`config.mk`:
```
export PLATFORM = sky130hd
export DESIGN_NAME = cla_seq_adder
export DESIGN_NICKNAME = d
export VERILOG_FILES = /design/src/rtl/cla_pkg.sv /design/src/rtl/cla4_slice.sv /design/src/rtl/cla_seq_adder.sv
export SDC_FILE = /design/constraint.sdc
export NUM_CORES = 1
export LEC_CHECK = 0
export BUFFER_PORTS_ARGS = -buffer_cell sky130_fd_sc_hd__buf_2
export CAP_MARGIN = 20
export CORE_ASPECT_RATIO = 0.9
export CORE_MARGIN = 1
export CORE_UTILIZATION = 58
export CTS_CLUSTER_DIAMETER = 80
export DETAILED_ROUTE_END_ITERATION = 10
export PLACE_DENSITY = 0.84
export SETUP_SLACK_MARGIN = 0.2
export SLEW_MARGIN = 15
export SYNTH_ARGS = -nofsm -noshare
export SYNTH_HDL_FRONTEND = slang
export SYNTH_SLANG_ARGS = --single-unit
```
`constraint.sdc`:
```
create_clock -name clk -period 6.6 [get_ports clk]
set_input_delay 0.99 -clock clk [delete_from_list [all_inputs] [get_ports clk]]
set_output_delay 0.99 -clock clk [all_outputs]
set_load 0.05 [all_outputs]
```
`src/rtl/cla_pkg.sv`:
```
// Shared definitions for the sequential carry-lookahead adder.
//   SLICE_W  : width of the shared lookahead slice (one nibble)
//   state_t  : controller states
//   idx_w()  : bit width needed to index every slice of a WIDTH-bit operand
package cla_pkg;

    localparam int SLICE_W = 4;

    typedef enum logic [1:0] {
        IDLE = 2'd0,
        RUN  = 2'd1,
        DONE = 2'd2
    } state_t;

    // clog2(width / SLICE_W), with a floor of 1 so the index always exists.
    function automatic int idx_w(input int width);
        int n;
        int w;
        n = width / SLICE_W;
        w = 1;
        while ((1 << w) < n) begin
            w = w + 1;
        end
        return w;
    endfunction

endpackage

```
`src/rtl/cla4_slice.sv`:
```
// Purely combinational 4-bit carry-lookahead slice.
// Ports:
//   a, b : nibble operands
//   cin  : carry into bit 0
//   s    : nibble sum
//   c    : carry out of each bit; c[3] is the slice carry-out
module cla4_slice
    import cla_pkg::*;
(
    input  logic [SLICE_W-1:0] a,
    input  logic [SLICE_W-1:0] b,
    input  logic               cin,
    output logic [SLICE_W-1:0] s,
    output logic [SLICE_W-1:0] c
);

    logic [SLICE_W-1:0] g;
    logic [SLICE_W-1:0] p;

    assign g = a & b;
    assign p = a ^ b;

    // Every carry is a flat sum of products from cin, so the depth does not
    // grow with bit position.
    assign c[0] = g[0] | (p[0] & cin);
    assign c[1] = g[1] | (p[1] & g[0]) | (p[1] & p[0] & cin);
    assign c[2] = g[2] | (p[2] & g[1]) | (p[2] & p[1] & g[0])
                | (p[2] & p[1] & p[0] & cin);
    assign c[3] = g[3] | (p[3] & g[2]) | (p[3] & p[2] & g[1])
                | (p[3] & p[2] & p[1] & g[0])
                | (p[3] & p[2] & p[1] & p[0] & cin);

    assign s[0] = p[0] ^ cin;
    assign s[1] = p[1] ^ c[0];
    assign s[2] = p[2] ^ c[1];
    assign s[3] = p[3] ^ c[2];

endmodule

```
`src/rtl/cla_seq_adder.sv`:
```
// Multi-cycle WIDTH-bit adder built around one shared 4-bit lookahead slice.
// One nibble is added per clock, with the inter-slice carry held in a register.
//
// State table:
//   state | meaning
//   IDLE  | waiting for operands, in_ready high
//   RUN   | adding nibble idx_q, sum partial
//   DONE  | sum/cout (and ovf) final, out_valid high until out_ready
//
// Ports:
//   clk, rst_n          : clock, asynchronous active-low reset
//   in_valid / in_ready : operand handshake (a, b, cin)
//   out_valid/out_ready : result handshake (sum, cout, ovf)
//   ovf                 : signed overflow, only when CLA_SEQ_OVF_EN is defined
//
// Build option: define CLA_SEQ_OVF_EN to add the ovf output and register.
// WIDTH must be a multiple of 4 and at least 8.
module cla_seq_adder
    import cla_pkg::*;
#(
    parameter int WIDTH  = 16,
    parameter int NSLICE = WIDTH / SLICE_W
) (
    input  logic             clk,
    input  logic             rst_n,
    input  logic             in_valid,
    output logic             in_ready,
    input  logic [WIDTH-1:0] a,
    input  logic [WIDTH-1:0] b,
    input  logic             cin,
    output logic             out_valid,
    input  logic             out_ready,
    output logic [WIDTH-1:0] sum,
    output logic             cout
`ifdef CLA_SEQ_OVF_EN
    ,
    output logic             ovf
`endif
);

    localparam int IDX_W = idx_w(WIDTH);

    state_t             state_q, state_d;
    logic [IDX_W-1:0]   idx_q, idx_d;
    logic               carry_q, carry_d;
    logic [WIDTH-1:0]   a_q, a_d;
    logic [WIDTH-1:0]   b_q, b_d;
    logic [WIDTH-1:0]   sum_q, sum_d;
    logic               cout_q, cout_d;
`ifdef CLA_SEQ_OVF_EN
    logic               ovf_q, ovf_d;
`endif

    logic [SLICE_W-1:0] slice_a;
    logic [SLICE_W-1:0] slice_b;
    logic [SLICE_W-1:0] slice_s;
    logic [SLICE_W-1:0] slice_c;
    logic               last_slice;

    // Operand nibble select: a compare per slice keeps every part-select constant.
    always_comb begin
        slice_a = '0;
        slice_b = '0;
        for (int i = 0; i < NSLICE; i++) begin
            if (idx_q == IDX_W'(i)) begin
                slice_a = a_q[i*SLICE_W +: SLICE_W];
                slice_b = b_q[i*SLICE_W +: SLICE_W];
            end
        end
    end

    cla4_slice u_slice (
        .a   (slice_a),
        .b   (slice_b),
        .cin (carry_q),
        .s   (slice_s),
        .c   (slice_c)
    );

    assign last_slice = (idx_q == IDX_W'(NSLICE - 1));

    always_comb begin
        state_d = state_q;
        idx_d   = idx_q;
        carry_d = carry_q;
        a_d     = a_q;
        b_d     = b_q;
        sum_d   = sum_q;
        cout_d  = cout_q;
`ifdef CLA_SEQ_OVF_EN
        ovf_d   = ovf_q;
`endif
        case (state_q)
            IDLE: begin
                if (in_valid) begin
                    a_d     = a;
                    b_d     = b;
                    carry_d = cin;
                    idx_d   = '0;
                    sum_d   = '0;
                    cout_d  = 1'b0;
`ifdef CLA_SEQ_OVF_EN
                    ovf_d   = 1'b0;
`endif
                    state_d = RUN;
                end
            end
            RUN: begin
                for (int i = 0; i < NSLICE; i++) begin
                    if (idx_q == IDX_W'(i)) begin
                        sum_d[i*SLICE_W +: SLICE_W] = slice_s;
                    end
                end
                carry_d = slice_c[SLICE_W-1];
                idx_d   = idx_q + 1'b1;
                if (last_slice) begin
                    // Explicit clear: NSLICE need not be a power of two.
                    idx_d   = '0;
                    cout_d  = slice_c[SLICE_W-1];
`ifdef CLA_SEQ_OVF_EN
                    // Carry into the MSB differs from carry out of it.
                    ovf_d   = slice_c[SLICE_W-1] ^ slice_c[SLICE_W-2];
`endif
                    state_d = DONE;
                end
            end
            DONE: begin
                if (out_ready) begin
                    state_d = IDLE;
                end
            end
            default: begin
                state_d = IDLE;
            end
        endcase
    end

    always_ff @(posedge clk or negedge rst_n) begin
        if (!rst_n) begin
            state_q <= IDLE;
            idx_q   <= '0;
            carry_q <= 1'b0;
            a_q     <= '0;
            b_q     <= '0;
            sum_q   <= '0;
            cout_q  <= 1'b0;
`ifdef CLA_SEQ_OVF_EN
            ovf_q   <= 1'b0;
`endif
        end else begin
            state_q <= state_d;
            idx_q   <= idx_d;
            carry_q <= carry_d;
            a_q     <= a_d;
            b_q     <= b_d;
            sum_q   <= sum_d;
            cout_q  <= cout_d;
`ifdef CLA_SEQ_OVF_EN
            ovf_q   <= ovf_d;
`endif
        end
    end

`ifndef CLA_SEQ_OVF_EN
    // Internal slice carries only matter for overflow detection.
    logic unused_slice_c;
    assign unused_slice_c = ^slice_c[SLICE_W-2:0];
`endif

    assign in_ready  = (state_q == IDLE);
    assign out_valid = (state_q == DONE);
    assign sum       = sum_q;
    assign cout      = cout_q;
`ifdef CLA_SEQ_OVF_EN
    assign ovf       = ovf_q;
`endif

endmodule

```
==> summary.md, run 1 <==
| Metric | Value |
|---|---|
| Status | finished clean |
| Max cap viols | 0 |
| Comb pwr share | 55.0% |
| Final Hold Violating Endpoints | 0 |
| Largest net degree at the start of global routing | 55 |
| CTS Buf Count | 5 |
| Most frequent cells in the layout | nand2_1 (120), buf_2 (55), dfrtp_1 (54), o21ai_0 (13), nor2b_1 (10) |
| Reg clk slew, reported paths | approximately 90 ps |
| Yosys cell types | 28 |
| Slew Viols, Final | 0 |
| DR WL/cell | roughly 14 um |
| Ys flop type | dfrtp_1 |
| Share of layout cells above drive strength 1 | 20.6% |
| CTS H-tree lvls | 2 |
| Synthesized area per cell | between 9 and 10 um2 |
| Post-CTS Setup Bufs | 0 |
| Clock Skew | approximately 3.8 ps |
| Area growth, synth to finish | 14.8% |
| CP Launch Type | flop |
| IO Pins | 56 |
| #FFs+latches synth | 54 |
| Seq pwr share | between 30 and 40% |
| Core area | roughly 4200 um2 |
| Drt total wl | ~5700 um |
| Worst-Skew Late Latency | 310 ps |
| TritonCTS clock tree | built |
| Yosys warns | 0 |
| Period Utilization, post-route | between 40% and 50% |
| Die X | around 73 um |
| Routability cong. | 0.872 |
| Post-synth EDFFs | 0 |
| DR iter-0 viols | 235 |
| Nets | 390 |
| Worst vdd ir | ~0.25 mV |
| First-pass GRT wire length | slightly above 9000 um |
| Worst EP required | about 6800 ps |
| Worst-path cell chain | inv_1, ha_1, nor2b_1, a221oi_1, o31ai_1, ha_1, a21o_1, a21oi_1, xnor2_1, a31o_2 |
| Clk root buf | clkbuf_8 |
| Leakage power | between 1.5 and 2 nW |
| Slew HR | 48.5% |
| Crit-path max cell delay | between 400 and 500 ps |
| Seq/Total Area, Yosys | 50.8% |
| Switch share | a little under half |
| Max Fanout on Critical Path | 12 |
| Async SR Flop Fraction | between 90% and 100% |
| FF+latch area | around 1400 um2 |
| Mapped Area | about 2700 um2 |
| Total track usage | between 20% and 30% |
| Cell family with most CP delay | compound AO/OA/AOI/OAI gates |
| CTS resizes | 0 |
| Vias in the first global route | 1,985 |
| IO buf count | 55 |
| Critical-path top delay cell | nor2b_1 |
| CP most frequent cell | ha_1 |
| Setup TNS | 0 ps |
| Clock power share | approximately 11% |
| Type of destination of the critical path | flop |
| Routed Antenna Nets | 0 |
| Row cnt | 22 |
| Cell area power density | about 570 nW/um2 |
| Initial antenna violation count | 0 |
| Total number of vias | roughly 2.1k |
| NetSw | ~0.83 mW |
| Diodes inserted | 0 |
| Net Count, Synth | approximately 340 |
| WP data arrival | between 3000 and 4000 ps |
| Post-DP HPWL | around 4000 um |
| Multi-input gate area | roughly 1200 um2 |
| Commonest non-fill, non-tap cell in the layout | nand2_1 |
| TritonRoute pass-1 iters | 4 |
| Synth Instances | around 300 |
| Vias per cell | ~5.3 |
| Clk sink count | 54 |
| Die ar. | 4860 um2 |
| FMAX | between 300 and 400 MHz |
| Endpoints failing setup | 0 |
| Hold/Removal Path Class | reg2reg |
| Internal power | 0.910 mW |
| RSZ-0062 raised after global routing | no |
| Minimum clock period | around 3100 ps |
| Setup CP Type | reg2reg |
| Slew @ Worst Pin | a little under 800 ps |
| Starting Density | between 60% and 70% |
| # fillers | approximately 360 |
| Longest Clk Path Bufs | 2 |
| Util after Layout | between 70% and 80% |
| Post-CTS Hold Fix Bufs | 0 |
| Die Height | approximately 66 um |
| Grt ovf | 0 |
| DRC | 0 |
| WP buf/inv | 1 |
worst reg2reg max path: stages (launching register included):
cell and delay, ps:
dfrtp_1 400, inv_1 110, ha_1 340, nor2b_1 480, a221oi_1 150, o31ai_1 430, ha_1 330, a21o_1 170
a21oi_1 170, xnor2_1 170, a31o_2 270
through the flow:
stage               instances  worst slack (ps)  area, um2  hold WS (ps)  total power [mW]
floorplan                 295              4030       2660           444              1.32
detailed placement        395              3580       2950           467              1.54
global route              404              3180       3050           498              1.88
global placement          394              3710       2920           458              1.49
finish                    404              3490       3050           486              1.74
CTS                       403              3550       3040           490              1.73
worst paths after layout:
kind,start,end,slack [ps],cells after the start
worst min register to register,a_q[0],a_q[0],490,2
worst max-delay path,idx_q[1],sum[14],3490,10
max in group asynchronous,rst_n,a_q[0],5360,2
min in group asynchronous,rst_n,sum[0],770,2
worst min-delay path,a_q[0],a_q[0],490,2
worst max register to register,idx_q[1],sum[14],3490,10
flip-flops by register name (all words and copies together), names as in the netlist:
signal,count
state_q,2
b_q,16
a_q,16
carry_q,1
sum,16
cout,1
idx_q,2
final cells by class:
type	instances	area share, %
Sequential cell	54	44.3
Clock buffer	7	2.83
Clock inverter	1	0.164
Tap cell	60	2.46
Multi-Input combinational cell	216	38.6
Inverter	8	0.984
Timing Repair Buffer	58	10.7
cells by family (layout without fill, tap and decap cells):
| group | after synthesis | in the layout | share of synthesized area (%) |
|---|---|---|---|
| flops | 54 | 54 | 50.8 |
| compound gates | 49 | 49 | 12.4 |
| buf+inv | 25 | 74 | 5.08 |
| fa+ha+maj | 10 | 10 | 4.99 |
| xor+xnor | 3 | 3 | 0.988 |
| mux | 4 | 4 | 1.69 |
| simple gates | 150 | 150 | 24.0 |
power groups by stage:
stage | Sequential (mW) | Combinational [mW] | Clock (mW)
3_3_place_gp | 0.589 | 0.900 | 0
5_1_grt | 0.610 | 1.06 | 0.208
3_5_place_dp | 0.597 | 0.947 | 0
6_report | 0.594 | 0.959 | 0.190
2_1_floorplan | 0.671 | 0.645 | 0
4_1_cts | 0.592 | 0.950 | 0.192
metal layers:
metal | global-route usage (%) | part of all wire, % | vias up
li1 | - | - | 1064
met5 | 0 | 0 | -
met2 | 41.9 | 48 | 65
met4 | 10.6 | 1.8 | 0
met1 | 34.1 | 46 | 1003
met3 | 4.27 | 4.2 | 11
Yosys cell counts, types with 3 or more instances:
cell / number / area share [%]
ha_1: 9 / 4.2
nor2_1: 4 / 0.56
nand2_1: 120 / 17
nand3b_1: 6 / 1.7
inv_1: 8 / 1.1
nand3_1: 3 / 0.56
o31ai_1: 9 / 2.5
a21oi_1: 8 / 1.5
o21ai_0: 13 / 2.4
nor2b_1: 10 / 2.4
buf_6: 4 / 1.7
xnor2_1: 3 / 0.99
a22o_1: 4 / 1.3
a221oi_1: 7 / 2.3
a21o_1: 5 / 1.4
buf_2: 6 / 1.1
dfrtp_1: 54 / 51
mux2_2: 4 / 1.7
nand2b_1: 4 / 0.94
clkbuf_1: 6 / 0.85
Power figures use the tool's default switching activity.
==> run 2: changes to the inputs <==
--- a/config.mk
+++ b/config.mk
@@ -5,14 +5,15 @@
 export SDC_FILE = /design/constraint.sdc
 export NUM_CORES = 1
 export LEC_CHECK = 0
+export ABC_AREA = 1
 export BUFFER_PORTS_ARGS = -buffer_cell sky130_fd_sc_hd__buf_2
 export CAP_MARGIN = 20
 export CORE_ASPECT_RATIO = 0.9
 export CORE_MARGIN = 1
-export CORE_UTILIZATION = 58
+export CORE_UTILIZATION = 54
 export CTS_CLUSTER_DIAMETER = 80
 export DETAILED_ROUTE_END_ITERATION = 10
-export PLACE_DENSITY = 0.84
+export PLACE_DENSITY = 0.79
 export SETUP_SLACK_MARGIN = 0.2
 export SLEW_MARGIN = 15
 export SYNTH_ARGS = -nofsm -noshare
==> constraint.sdc (replaced) <==
create_clock -name clk -period 3.2 [get_ports clk]
set_input_delay 0.48 -clock clk [delete_from_list [all_inputs] [get_ports clk]]
set_output_delay 0.48 -clock clk [all_outputs]
set_load 0.05 [all_outputs]
==> summary.md, run 2 <==
| Metric | Value |
|---|---|
| Endpoints failing setup | 0 (unchanged) |
| Synth Area in Adders | 4.96% (was 4.99%) |
| TritonRoute pass-1 iters | 5 (was 4) |
| Worst-path cell chain | inv_1, ha_1, inv_1, o21ai_0, a21oi_1, fa_1, xnor2_1, nor2_1, nand2_1, nand2_1 (was inv_1, ha_1, nor2b_1, a221oi_1, o31ai_1, ha_1, a21o_1, a21oi_1, xnor2_1, a31o_2) |
| Clock power share | 10.2% (was 10.9%) |
| #FFs+latches synth | 54 (unchanged) |
| Clock Skew | 5.93 ps (was 3.76 ps) |
| Type of destination of the critical path | flop (unchanged) |
| Worst reg2reg path startpoint | idx_q[0] (was idx_q[1]) |
| Yosys cell types | 24 (was 28) |
| Clk sink count | 54 (unchanged) |
| Die ar. | 5240 um2 (was 4860 um2) |
| Max Fanout on Critical Path | 10 (was 12) |
| Switch share | 51.7% (was 47.8%) |
| Cell taking the most area after synthesis | dfrtp_1 (unchanged) |
| Share of layout cells above drive strength 1 | 20.6% (about the same) |
| Yosys warns | 0 (unchanged) |
| Ys flop type | dfrtp_1 (unchanged) |
| Dpl cells | 437 (was 395) |
| Status | finished clean (unchanged) |
| DR WL/cell | 12.9 um (was 14.0 um) |
| Area growth, synth to finish | 14.0% (was 14.8%) |
| CTS H-tree lvls | 2 (unchanged) |
| IO buf count | 55 (unchanged) |
| Setup WS pre-CTS | 683 ps (was 3580 ps) |
| Seq pwr share | 31.2% (was 34.1%) |
| Clk root buf | clkbuf_8 (unchanged) |
| Total number of vias | 2,259 (was 2,143) |
| Setup WS post-layout | 616 ps (was 3490 ps) |
| Worst EP required | 3450 ps (was 6810 ps) |
| Total power | 3.84 mW (was 1.74 mW) |
| Seq/Total Area, Yosys | 50.5% (was 50.8%) |
| Comb pwr share | 58.6% (was 55.0%) |
| WP data arrival | 2840 ps (was 3320 ps) |
| Largest family of logic cells by synthesized area | simple AND/OR/NAND/NOR gates (unchanged) |
| WP buf/inv | 2 (was 1) |
| Cell family with most CP delay | adder cells (was compound AO/OA/AOI/OAI gates) |
| Commonest cells post-synth | nand2_1 (159), dfrtp_1 (54), a21oi_1 (17) (was nand2_1 (120), dfrtp_1 (54), o21ai_0 (13)) |
| Async SR Flop Fraction | 100% (unchanged) |
| Post-Synth XOR/XNOR Area | 0.328% (was 0.988%) |
| Setup slack, reg-to-reg | 620 ps (was 3490 ps) |
| Routability cong. | 0.872 (about the same) |
| Worst hold margin | 237 ps (was 486 ps) |
| Total track usage | 24.4% (was 25.7%) |
| Drt total wl | 5740 um (was 5670 um) |
| Largest net degree at the start of global routing | 38 (was 55) |
| TritonCTS clock tree | built (unchanged) |
| Leakage power | 1.73 nW (was 1.64 nW) |
| Minimum clock period | 2580 ps (was 3110 ps) |
| Cell Count, Final, Fillers Out | 445 (was 404) |
| Worst vdd ir | 0.480 mV (was 0.252 mV) |
| Die X | 76.2 um (was 73.4 um) |
| Commonest non-fill, non-tap cell in the layout | nand2_1 (unchanged) |
| DR iter-0 viols | 177 (was 235) |
| CTS resizes | 0 (unchanged) |
| Compound-Gate Fraction of Synth Area | 7.96% (was 12.4%) |
| Nets | 429 (was 390) |
| Final Hold Violating Endpoints | 0 (unchanged) |
| Vias in the first global route | 2,156 (was 1,985) |
| Max cap viols | 0 (unchanged) |
| Longest Clk Path Bufs | 2 (unchanged) |
| Starting Density | 58.1% (was 62.8%) |
| Largest cells by area after synthesis | dfrtp_1 (51%), nand2_1 (22%), ha_1 (4.2%) (was dfrtp_1 (51%), nand2_1 (17%), ha_1 (4.2%)) |
| FMAX | 387 MHz (was 321 MHz) |
| CTS Buf Count | 5 (unchanged) |
| Initial antenna violation count | 0 (unchanged) |
| Slew @ Worst Pin | 763 ps (was 772 ps) |
| Row cnt | 23 (was 22) |
| IO Pins | 56 (unchanged) |
| Setup CP Type | reg2reg (unchanged) |
| Worst-Skew Late Latency | 310 ps (about the same) |
| CP Launch Type | flop (unchanged) |
| Vias per cell | 5.08 (was 5.30) |
| Mapped Area | 2670 um2 (was 2660 um2) |
| Synth Instances | 330 (was 295) |
| Synthesized area per cell | 8.10 um2 (was 9.02 um2) |
| Die Height | 68.8 um (was 66.2 um) |
| Period Utilization, post-route | 80.8% (was 47.1%) |
| Post-synth EDFFs | 0 (unchanged) |
| Crit-path max cell delay | 440 ps (was 470 ps) |
| RSZ-0062 raised after global routing | no (unchanged) |
| Reg clk slew, reported paths | 90 ps (about the same) |
| Core area | 4600 um2 (was 4240 um2) |
| Post-CTS Hold Fix Bufs | 0 (unchanged) |
| Cell area power density | 1260 nW/um2 (was 571 nW/um2) |
| Grt ovf | 0 (unchanged) |
| Diodes inserted | 0 (unchanged) |
| DRC | 0 (unchanged) |
| Net Count, Synth | 377 (was 342) |
| Critical-path top delay cell | dfrtp_1 (was nor2b_1) |
| Yosys top cell area share | 50.5% (was 50.8%) |
| Most frequent cells in the layout | nand2_1 (159), buf_2 (55), dfrtp_1 (54), a21oi_1 (17), inv_1 (14) (was nand2_1 (120), buf_2 (55), dfrtp_1 (54), o21ai_0 (13), nor2b_1 (10)) |
| Synth Area in Simple Gates | 30.3% (was 24.0%) |
| Slew Viols, Final | 0 (unchanged) |
| Setup TNS | 0 ps (unchanged) |
| Slew HR | 49.1% (was 48.5%) |
| NetSw | 1.99 mW (was 0.833 mW) |
| Post-CTS Setup Bufs | 0 (unchanged) |
| Routed Antenna Nets | 0 (unchanged) |
| Post-DP HPWL | 4250 um (was 3980 um) |
| Multiplexer share of the synthesized area | 0% (was 1.69%) |
| R2R depth | 10 (unchanged) |
| R2R Path End | sum[5] (was sum[14]) |
| # fillers | 413 (was 359) |
| Hold/Removal Path Class | in2async (was reg2reg) |
| Most frequent cell after synthesis | nand2_1 (unchanged) |
| Internal power | 1.86 mW (was 0.910 mW) |
| First-pass GRT wire length | 9770 um (was 9230 um) |
run 2: through the flow:
step                      util (%)  cell area [um2]
after detailed placement      64.2             2960
after floorplan                  -             2670
final                         66.2             3050
after global placement        64.2             2960
after global routing          66.2             3050
after CTS                     66.2             3050
run 2: cell type report:
| class | count | area [um2] | area share (%) |
|---|---|---|---|
| Tap cell | 62 | 77.6 | 2.54 |
| Timing Repair Buffer | 56 | 283 | 9.27 |
| Inverter | 21 | 81.3 | 2.67 |
| Multi-Input combinational cell | 244 | 1160 | 38.2 |
| Clock inverter | 1 | 5.00 | 0.164 |
| Sequential cell | 54 | 1350 | 44.3 |
| Clock buffer | 7 | 86.3 | 2.83 |
run 2: worst max path at each step:
stage               endpoint  depth (start not counted)     start
floorplan            sum[11]                         13  idx_q[0]
global placement      sum[5]                         10  idx_q[0]
finish                sum[5]                         10  idx_q[0]
detailed placement    sum[5]                         10  idx_q[0]
CTS                   sum[5]                         10  idx_q[0]
global route          sum[5]                         10  idx_q[0]
run 2: cells by family (layout without fill, tap and decap cells):
family                     count (synthesis)  after routing
AOI/OAI and AO/OA                         38             38
xor gates and xnor gates                   1              1
adders and majority gates                 10             10
buffers and inverters                     32             85
DFF                                       54             54
and+or+nand+nor                          195            195
run 2: power by group through the flow:
| stage | Sequential (mW) | Clock [mW] | Combinational [mW] |
|---|---|---|---|
| 3_3_place_gp | 1.20 | 0 | 2.16 |
| 5_1_grt | 1.23 | 0.418 | 2.54 |
| 4_1_cts | 1.20 | 0.395 | 2.24 |
| 3_5_place_dp | 1.21 | 0 | 2.24 |
| 6_report | 1.20 | 0.391 | 2.25 |
| 2_1_floorplan | 1.41 | 0 | 1.53 |
run 2: per-layer routing:
layer	vias to the layer above	part of all wire (%)	GRT usage, %
met5	-	0	0
met4	0	1.3	9.62
met3	8	4.6	5.13
met2	67	47	40.6
met1	1035	47	32.1
li1	1149	-	-
